$ cat src/rtl/pdm_decimator_pkg.sv
// -----------------------------------------------------------------------------
// pdm_decimator_pkg
// Shared constants for the PDM receive path (sinc^2 decimator).
//   AUDIO_BITS     : PCM sample width shared with the synth mixer and the DAC.
//   LOG2_R_DEFAULT : log2 of the decimation ratio (128 bits per sample).
//   PRIME_DISCARD  : number of comb results thrown away after reset while the
//                    comb delay lines fill with meaningful history.
//   cic_width()    : datapath width of a 2nd-order CIC with ratio 2**log2_r.
// -----------------------------------------------------------------------------
package pdm_decimator_pkg;

    localparam int AUDIO_BITS     = 13;
    localparam int LOG2_R_DEFAULT = 7;

    localparam logic [1:0] PRIME_DISCARD = 2'd2;

    // Peak sinc^2 gain is R^2 = 2^(2*log2_r); one extra bit keeps that value
    // representable, so the modular integrator arithmetic cancels exactly.
    function automatic int cic_width(input int log2_r);
        return 2 * log2_r + 1;
    endfunction

endpackage

$ cat src/rtl/pdm_decimator_cic2_core.sv
// -----------------------------------------------------------------------------
// pdm_decimator_cic2_core
// Second-order CIC decimator: two integrators running at the bit rate, two
// combs running once per frame of R accepted bits, priming gate, and scaling
// with saturation down to OUT_BITS.
//
// Ports
//   clk, rst_n   : clock, synchronous active-low reset
//   pdm_i        : bitstream bit, taken when pdm_valid_i = 1
//   pdm_valid_i  : bit strobe; all state holds while low
//   y_o          : scaled, saturated sample (valid while y_valid_o = 1)
//   y_valid_o    : one-cycle strobe, first asserted on the 3rd decimation
// -----------------------------------------------------------------------------
module pdm_decimator_cic2_core
    import pdm_decimator_pkg::*;
#(
    parameter int LOG2_R   = LOG2_R_DEFAULT,
    parameter int OUT_BITS = AUDIO_BITS
) (
    input  logic                clk,
    input  logic                rst_n,
    input  logic                pdm_i,
    input  logic                pdm_valid_i,
    output logic [OUT_BITS-1:0] y_o,
    output logic                y_valid_o
);

    localparam int W     = cic_width(LOG2_R);
    // OUT_BITS must not exceed 2*LOG2_R, so this is never negative.
    localparam int SHIFT = 2 * LOG2_R - OUT_BITS;

    localparam logic [LOG2_R-1:0] CNT_LAST = {LOG2_R{1'b1}};
    localparam logic [W-1:0]      Y_MAX    = W'((1 << OUT_BITS) - 1);

    // Integrator section (bit rate)
    logic [W-1:0]      i1_q, i1_d;
    logic [W-1:0]      i2_q, i2_d;
    logic [LOG2_R-1:0] cnt_q, cnt_d;
    logic              tick_q, tick_d;

    // Comb section (frame rate)
    logic [W-1:0]      i2_dly_q, i2_dly_d;
    logic [W-1:0]      c1_dly_q, c1_dly_d;
    logic [W-1:0]      cic_q, cic_d;
    logic [W-1:0]      c1, c2;
    logic [1:0]        prime_q, prime_d;
    logic              out_tick_q, out_tick_d;

    logic [W-1:0]      scaled;

    // -------------------------------------------------------------------------
    // Integrators and bit counter. Wrap-around is intentional: the combs see
    // differences only, which are exact modulo 2^W.
    // -------------------------------------------------------------------------
    always_comb begin
        i1_d   = i1_q;
        i2_d   = i2_q;
        cnt_d  = cnt_q;
        tick_d = 1'b0;
        if (pdm_valid_i) begin
            i1_d   = i1_q + W'(pdm_i);
            i2_d   = i2_q + i1_q;               // old i1 on purpose
            cnt_d  = cnt_q + LOG2_R'(1);        // natural wrap at R-1
            tick_d = (cnt_q == CNT_LAST);
        end
    end

    // -------------------------------------------------------------------------
    // Comb stage, evaluated the cycle after the last bit of a frame lands in
    // i2. The prime counter swallows the first results while the delay
    // registers still hold reset zeros instead of real history.
    // -------------------------------------------------------------------------
    always_comb begin
        c1 = i2_q - i2_dly_q;
        c2 = c1 - c1_dly_q;

        i2_dly_d   = i2_dly_q;
        c1_dly_d   = c1_dly_q;
        cic_d      = cic_q;
        prime_d    = prime_q;
        out_tick_d = 1'b0;
        if (tick_q) begin
            i2_dly_d = i2_q;
            c1_dly_d = c1;
            cic_d    = c2;
            if (prime_q != PRIME_DISCARD) begin
                prime_d = prime_q + 2'd1;
            end else begin
                out_tick_d = 1'b1;
            end
        end
    end

    always_ff @(posedge clk) begin
        if (!rst_n) begin
            i1_q       <= '0;
            i2_q       <= '0;
            cnt_q      <= '0;
            tick_q     <= 1'b0;
            i2_dly_q   <= '0;
            c1_dly_q   <= '0;
            cic_q      <= '0;
            prime_q    <= '0;
            out_tick_q <= 1'b0;
        end else begin
            i1_q       <= i1_d;
            i2_q       <= i2_d;
            cnt_q      <= cnt_d;
            tick_q     <= tick_d;
            i2_dly_q   <= i2_dly_d;
            c1_dly_q   <= c1_dly_d;
            cic_q      <= cic_d;
            prime_q    <= prime_d;
            out_tick_q <= out_tick_d;
        end
    end

    // -------------------------------------------------------------------------
    // Scaling. The comb output spans 0..R^2; an all-ones stream hits exactly
    // R^2, which after the shift is one above full scale and must clamp to
    // all-ones rather than wrap to zero.
    // -------------------------------------------------------------------------
    always_comb begin
        scaled = cic_q >> SHIFT;
        if (scaled > Y_MAX) begin
            y_o = Y_MAX[OUT_BITS-1:0];
        end else begin
            y_o = scaled[OUT_BITS-1:0];
        end
    end

    assign y_valid_o = out_tick_q;

endmodule

$ cat src/rtl/pdm_decimator.sv
// -----------------------------------------------------------------------------
// pdm_decimator
// Receive end of the audio path: converts the 1-bit sigma-delta stream back
// into unsigned PCM with a sinc^2 decimator, and presents each sample behind a
// valid/ready register with a sticky overrun flag.
//
// Ports
//   clk, rst_n    : clock, synchronous active-low reset
//   pdm_in        : bitstream bit, sampled when pdm_valid = 1
//   pdm_valid     : bit strobe (tie high for one bit per clock)
//   sample_out    : decimated unsigned sample
//   sample_valid  : sample_out holds an unconsumed sample
//   sample_ready  : consumer accepts; transfer when valid && ready
//   overrun       : sticky, a sample was overwritten before being consumed
//   overrun_clr   : one-cycle pulse clearing overrun (a coincident new
//                   overrun takes precedence)
// -----------------------------------------------------------------------------
module pdm_decimator
    import pdm_decimator_pkg::*;
#(
    parameter int LOG2_R   = LOG2_R_DEFAULT,
    parameter int OUT_BITS = AUDIO_BITS
) (
    input  logic                clk,
    input  logic                rst_n,
    input  logic                pdm_in,
    input  logic                pdm_valid,
    output logic [OUT_BITS-1:0] sample_out,
    output logic                sample_valid,
    input  logic                sample_ready,
    output logic                overrun,
    input  logic                overrun_clr
);

    logic [OUT_BITS-1:0] y;
    logic                y_valid;

    logic [OUT_BITS-1:0] sample_q, sample_d;
    logic                valid_q, valid_d;
    logic                ovr_q, ovr_d;

    pdm_decimator_cic2_core #(
        .LOG2_R   (LOG2_R),
        .OUT_BITS (OUT_BITS)
    ) u_core (
        .clk         (clk),
        .rst_n       (rst_n),
        .pdm_i       (pdm_in),
        .pdm_valid_i (pdm_valid),
        .y_o         (y),
        .y_valid_o   (y_valid)
    );

    // A new sample always loads. It only counts as an overrun when the held
    // sample is neither already consumed nor leaving in this same cycle.
    always_comb begin
        sample_d = sample_q;
        valid_d  = valid_q;
        ovr_d    = ovr_q;

        if (valid_q && sample_ready) begin
            valid_d = 1'b0;
        end
        if (overrun_clr) begin
            ovr_d = 1'b0;
        end
        if (y_valid) begin
            sample_d = y;
            valid_d  = 1'b1;
            if (valid_q && !sample_ready) begin
                ovr_d = 1'b1;                   // set beats clear
            end
        end
    end

    always_ff @(posedge clk) begin
        if (!rst_n) begin
            sample_q <= '0;
            valid_q  <= 1'b0;
            ovr_q    <= 1'b0;
        end else begin
            sample_q <= sample_d;
            valid_q  <= valid_d;
            ovr_q    <= ovr_d;
        end
    end

    assign sample_out   = sample_q;
    assign sample_valid = valid_q;
    assign overrun      = ovr_q;

endmodule
$ cat config.mk
export PLATFORM = sky130hd
export DESIGN_NAME = pdm_decimator
export DESIGN_NICKNAME = d
export VERILOG_FILES = /design/src/rtl/pdm_decimator_pkg.sv /design/src/rtl/pdm_decimator_cic2_core.sv /design/src/rtl/pdm_decimator.sv
export SDC_FILE = /design/constraint.sdc
export NUM_CORES = 1
export LEC_CHECK = 0
export ABC_CLOCK_PERIOD_IN_PS = 8640
export BUFFER_PORTS_ARGS = -buffer_cell sky130_fd_sc_hd__buf_4
export CAP_MARGIN = 40
export CORE_MARGIN = 10
export CORE_UTILIZATION = 65
export CTS_CLUSTER_DIAMETER = 80
export DETAILED_ROUTE_END_ITERATION = 8
export PLACE_DENSITY_LB_ADDON = 0.25
export SLEW_MARGIN = 20
export SYNTH_ARGS = -nofsm -noshare
export SYNTH_HDL_FRONTEND = slang
export SYNTH_SLANG_ARGS = --single-unit
$ cat constraint.sdc
create_clock -name clk -period 8.64 [get_ports clk]
set_input_delay 0.864 -clock clk [delete_from_list [all_inputs] [get_ports clk]]
set_output_delay 0.864 -clock clk [all_outputs]
set_load 0.03 [all_outputs]
Word-level counts from Yosys, hierarchy flattened
Index checks and enable logic that the tools add are counted. W data, S select, Z words.

Bits in registers: 101. Output and inout bits: 15. Word-level logic and storage cells: 35.

$add $sub $neg: 6. Magnitude comparators: 1. Equality and inequality tests: 2. Multiplexer cells: 7. Reductions and logical operators: 7.

Operators with widths (count): $sub A15 B15 Y15 (2); $add A15 B1 Y15 (1); $add A15 B15 Y15 (1); $gt A14 B13 Y1 const B (1); $mux W13 (1); $add A7 B1 Y7 const B (1); $eq A7 B7 Y1 const B (1); $mux W1 (6); $reduce_and A2 Y1 (3); $add A2 B1 Y2 const B (1); $logic_and A1 B1 Y1 (2); $ne A2 B2 Y1 const B (1); $reduce_bool A2 Y1 (1); $logic_not A1 Y1 (1).

Logic depth before layout (Yosys ltp)
Word-level depth: 4. Mapped depth: 17. Gate-level depth less buffers: 17.

Modules after synthesis
A second synthesis with hierarchy kept.

Cell total of the unflattened synthesis: 691. Area, all modules: 5864.4 um^2.

By module, submodules not included: pdm_decimator_cic2_core (instances 1, cells each 643, area each 5286.3 um^2, seq. area each 1701.6 um^2); pdm_decimator (instances 1, cells each 48, area each 578.1 um^2, seq. area each 300.3 um^2).

Worst setup path before layout
OpenSTA, ideal clock, no wires.

Path type: register to register. Start: register u_core.i2_dly_q[1]. End: register u_core.cic_q[14]. Library setup time: 0.122 ns. Data arrival time: 3.238 ns. Required time: 8.518 ns. Slack: 5.280 ns. Stages on the path, launching flop included: 17. Buffers on the path: 0. Clock period less this slack: 3.360 ns. Cell sequence: dfxtp_1 inv_1 ha_1 nor2b_1 o21a_1 o21ai_1 nand2b_1 a21oi_1 xnor2_1 ha_1 and3_1 a221oi_2 o21ai_2 a221o_1 nor4_2 nor4_1 a311o_1.

Longest elaborated chain between the ends: 2.

RTL lines: from (decl) (RTL line pdm_decimator_cic2_core.sv:42) `logic [W-1:0] i2_dly_q, i2_dly_d;`; from (signal assigned) (RTL line pdm_decimator_cic2_core.sv:110) `i2_dly_q <= i2_dly_d;`; $sub A15 B15 Y15 (RTL line pdm_decimator_cic2_core.sv:74) `c1 = i2_q - i2_dly_q;`; named net u_core.c1[5] (RTL line pdm_decimator_cic2_core.sv:45) `logic [W-1:0] c1, c2;`; $sub A15 B15 Y15 (RTL line pdm_decimator_cic2_core.sv:75) `c2 = c1 - c1_dly_q;`; to (signal assigned) (RTL line pdm_decimator_cic2_core.sv:112) `cic_q <= cic_d;`; to (decl) (RTL line pdm_decimator_cic2_core.sv:44) `logic [W-1:0] cic_q, cic_d;`.

The timed path passes the listed nets, and every way through them passes these cells. A chain may end at the register's enable or synchronous reset.

Worst setup path in the final report
Same ends and word-level chain as after synthesis.

==> impl_metrics.csv <==
group,metric,value,unit
global_routing,grt_pass1_vias,4421,
sta,finalWorstSetupSlack,4.87,ns
sta,timing.slew.headroom,54.5,%
route,wirelength,11300,µm
clock_tree,postCtsSetupBuffers,0,
floorplan,core,0.00872,mm²
critical_path,crit_arrival,4.02,ns
sta,tightestPinTransition,0.682,ns
hold_path,hold_depth,2,
sta,skew,0.0146,ns
hold_path,min_to,"u_core.cic_q[13]",
clock_tree,clock-sinks,100,
place,dp_cells,753,
clock_tree,cts-root-buf,"clkbuf_8",
finish,stdcell_count,769,
logic_synthesis,synth.area.top_cells,"dfxtp_1, ha_1, mux2i_1",
floorplan,die_area,0.0131,mm²
floorplan,fp.dieW,114,µm
hold_path,min_from,"u_core.cic_q[13]",
global_routing,grt-ovfl-total,0,
global_routing,grt_max_degree,85,
floorplan,ios,21,
finish,nets,710,
route,antenna_left,0,
sta,timing.final.crit_share,43.7,%
critical_path,r2r_cells,16,
clock_tree,cts_made_buffers,9,
critical_path,endpoint_kind,"flip-flop",
logic_synthesis,synth_top_area_share,34.5,%
logic_synthesis,synth_cells,649,
critical_path,startpoint_type,"flip-flop",
critical_path,crit_path_cell_trace,"inv_1, ha_1, nor2b_1, o21a_1, o21ai_1, nand2b_1, a21oi_1, xnor2_1, ha_1, and3_1, a221oi_2, o21ai_2, a221o_1, nor4_2, nor4_1, a311o_1",
critical_path,r2r_slack,4.87,ns
route,wl_per_cell,14.7,µm
logic_synthesis,synth-async-reset-ratio,0,%
sta,hold_slack,0.480,ns
floorplan,rows,34,
logic_synthesis,yosys_most_used_dff,"dfxtp_1",
power,max-vdd-ir-drop,0.0000943,V
hold_path,hold_path_class,"flip-flop to flip-flop",
floorplan,die_h,114,µm
sta,min_period,3.77,ns
power,leakagePower,2.50,nW
route,via_count,4499,
logic_synthesis,synth_top_cell_by_area,"dfxtp_1",
clock_tree,clk_latency,0.36,ns
critical_path,path_buf_inv,1,
run,drv_cap,0,
place,pre_cts_slack,4.94,ns
logic_synthesis,synth_nets,703,
finish,areaGrowthSynthToFinish,7.55,%
place,gp_congestion,0.861,
critical_path,worstPathMaxFanout,5,
logic_synthesis,postSynthAreaPerCell,8.94,µm²
route,via_per_inst,5.85,
critical_path,path_delay_family,"compound AO/OA/AOI/OAI gates",
clock_tree,clockBufferDepth,2,
sta,tns,0,ns
critical_path,cpPeakStageDelay,0.40,ns
sta,final_hold_viol_count,0,
sta,finalMaxSlewViolations,0,
run_status,status,"completed",
clock_tree,clk_pin_slew,0.11,ns
clock_tree,ctsResizeCount,0,
finish,nFillCells,703,
critical_path,r2r_end,"u_core.cic_q[14]",
logic_synthesis,synth_seq_cells,100,
route,drc,0,
logic_synthesis,synth.yosys.warnings,0,
floorplan,start_util,66.5,%
route,first_pass_iters,4,
finish,insertedDiodeCount,0,
clock_tree,postCtsHoldBufs,0,
logic_synthesis,yosysUniqueCellTypes,56,
place,place.port_buffers,20,
critical_path,crit_type,"flip-flop to flip-flop",
finish,layout-drive-gt1-share,8.93,%
sta,fmax,265,MHz
sta,finalSetupViolations,0,
clock_tree,cts_tree,"done",
critical_path,reg2reg_from,"u_core.i2_dly_q[1]",
logic_synthesis,synth_edf_count,0,
logic_synthesis,ys_seq_area_share,34.5,%
global_routing,antenna_found_initial,0,
place,hpwl,8340,µm
clock_tree,cts_max_level,3,
sta,rsz0062_at_grt,"false",
route,drtIter0Drc,254,
critical_path,critPathRequiredTime,8.89,ns
global_routing,grt_use_total,17.5,%
power,p_per_area,139,mW/mm²
global_routing,grt_pass1_wl,19600,µm
critical_path,crit_path_frequent_cell,"ha_1",
logic_synthesis,synth_area,0.00580,mm²
critical_path,cp_slowest_cell,"dfxtp_1",
-- cells by family (layout without fill, tap and decap cells) --
kind of cell    Yosys count  count (layout)  synth area share, %
xor+xnor                 44              44                 6.65
simple gates            206             206                 19.6
mux                      37              37                 6.43
flops                   100             100                 34.5
compound gates          145             145                 17.6
buf+inv                  69              81                 4.47
fa+ha+maj                48              48                 10.7
-- cell type report --
cell class                 instances  area, µm²  share of cell area [%]
multi-input combinational        480       3540                    56.7
sequential                       100       2000                    32.1
timing repair buffer              22        185                    2.97
inverter                          43        161                    2.59
clock buffer                      10        138                    2.21
tap                              108        135                    2.17
clock inverter                     6       76.3                    1.22
-- cells in the final DEF, fill, tap and decap left out, drive strengths merged, types with 4 or more instances in the layout --
cell,count
nand4,6
o21bai,4
nand2b,10
and3,9
a21o,11
xor2,12
clkbuf,10
mux2i,35
buf,22
nor2,27
xnor2,32
inv,47
o21ai,29
a21boi,6
a211oi,5
nand3,20
a21oi,35
and2,23
dfxtp,100
o21a,10
nor3,5
o211ai,5
nand2,40
o221a,13
o211a,6
ha,45
a22o,4
nor2b,45
or3,6
-- worst max-delay path by stage --
stage | start | to | cells past startpoint
4_1_cts | u_core.i2_dly_q[1] | u_core.cic_q[14] | 16
3_5_place_dp | u_core.i2_dly_q[1] | u_core.cic_q[14] | 16
2_1_floorplan | u_core.i2_dly_q[1] | u_core.cic_q[14] | 16
6_report | u_core.i2_dly_q[1] | u_core.cic_q[14] | 16
5_1_grt | u_core.i2_q[0] | u_core.cic_q[14] | 17
3_3_place_gp | u_core.i2_dly_q[1] | u_core.cic_q[14] | 16
-- stage by stage --
step                      util [%]  power, W  instance area (µm²)
final                         71.5  0.000870                 6240
after floorplan                  -  0.000542                 5800
after detailed placement      69.1  0.000559                 6020
after global placement        68.8  0.000555                 6000
after CTS                     71.5  0.000874                 6240
after global routing          71.5  0.000901                 6240
-- registers in the layout, indices dropped and copies added, names as in the netlist, 2 cells and up --
name             cells
u_core.c1_dly_q     15
u_core.i1_q         15
u_core.i2_dly_q     15
u_core.i2_q         15
u_core.cic_q        14
sample_out          13
u_core.cnt_q         7
u_core.prime_q       2
-- cells in the mapped netlist, types with 2 or more instances --
library cell,n
and4_1,2
fa_1,3
ha_1,45
buf_1,4
a22o_1,4
a21o_1,11
nand4b_1,2
a211oi_1,5
or3_1,6
xor2_1,12
clkbuf_1,22
nor2_1,27
a311o_1,2
o21ai_1,19
and2_1,22
a31oi_1,3
o211a_1,6
a32oi_1,2
nand4_1,6
nor3_1,5
o21a_1,10
nand2_1,40
o21ai_0,9
nor4_2,2
and3_1,9
inv_1,43
and4b_1,2
nand3b_1,3
nor2b_1,45
a21boi_1,5
o221a_2,13
mux2_1,2
o21bai_1,4
dfxtp_1,100
nand2b_1,10
a2111oi_0,2
a21oi_1,35
nand3_1,20
xnor2_1,32
o211ai_1,5
mux2i_1,35
-- tightest hold or removal path: cells and delay by family, from the launching register on --
family	cells	cell delay [ns]
flops	1	0.32
simple gates	2	0.13
-- power breakdown --
group | internal (W) | total (W) | switching (W)
combinational | 0.0000364 | 0.0000831 | 0.0000467
sequential | 0.000463 | 0.000466 | 0.00000256
clock | 0.000148 | 0.000321 | 0.000173
total | 0.000647 | 0.000870 | 0.000223
-- routing by layer --
metal	wire [µm]	track usage (%)	vias up
li1	-	-	2299
met1	5220	20.5	2114
met2	5550	30.9	69
met3	374	2.88	17
met4	169	6.43	0
met5	0	0	-
Power figures use the tool's default switching activity.
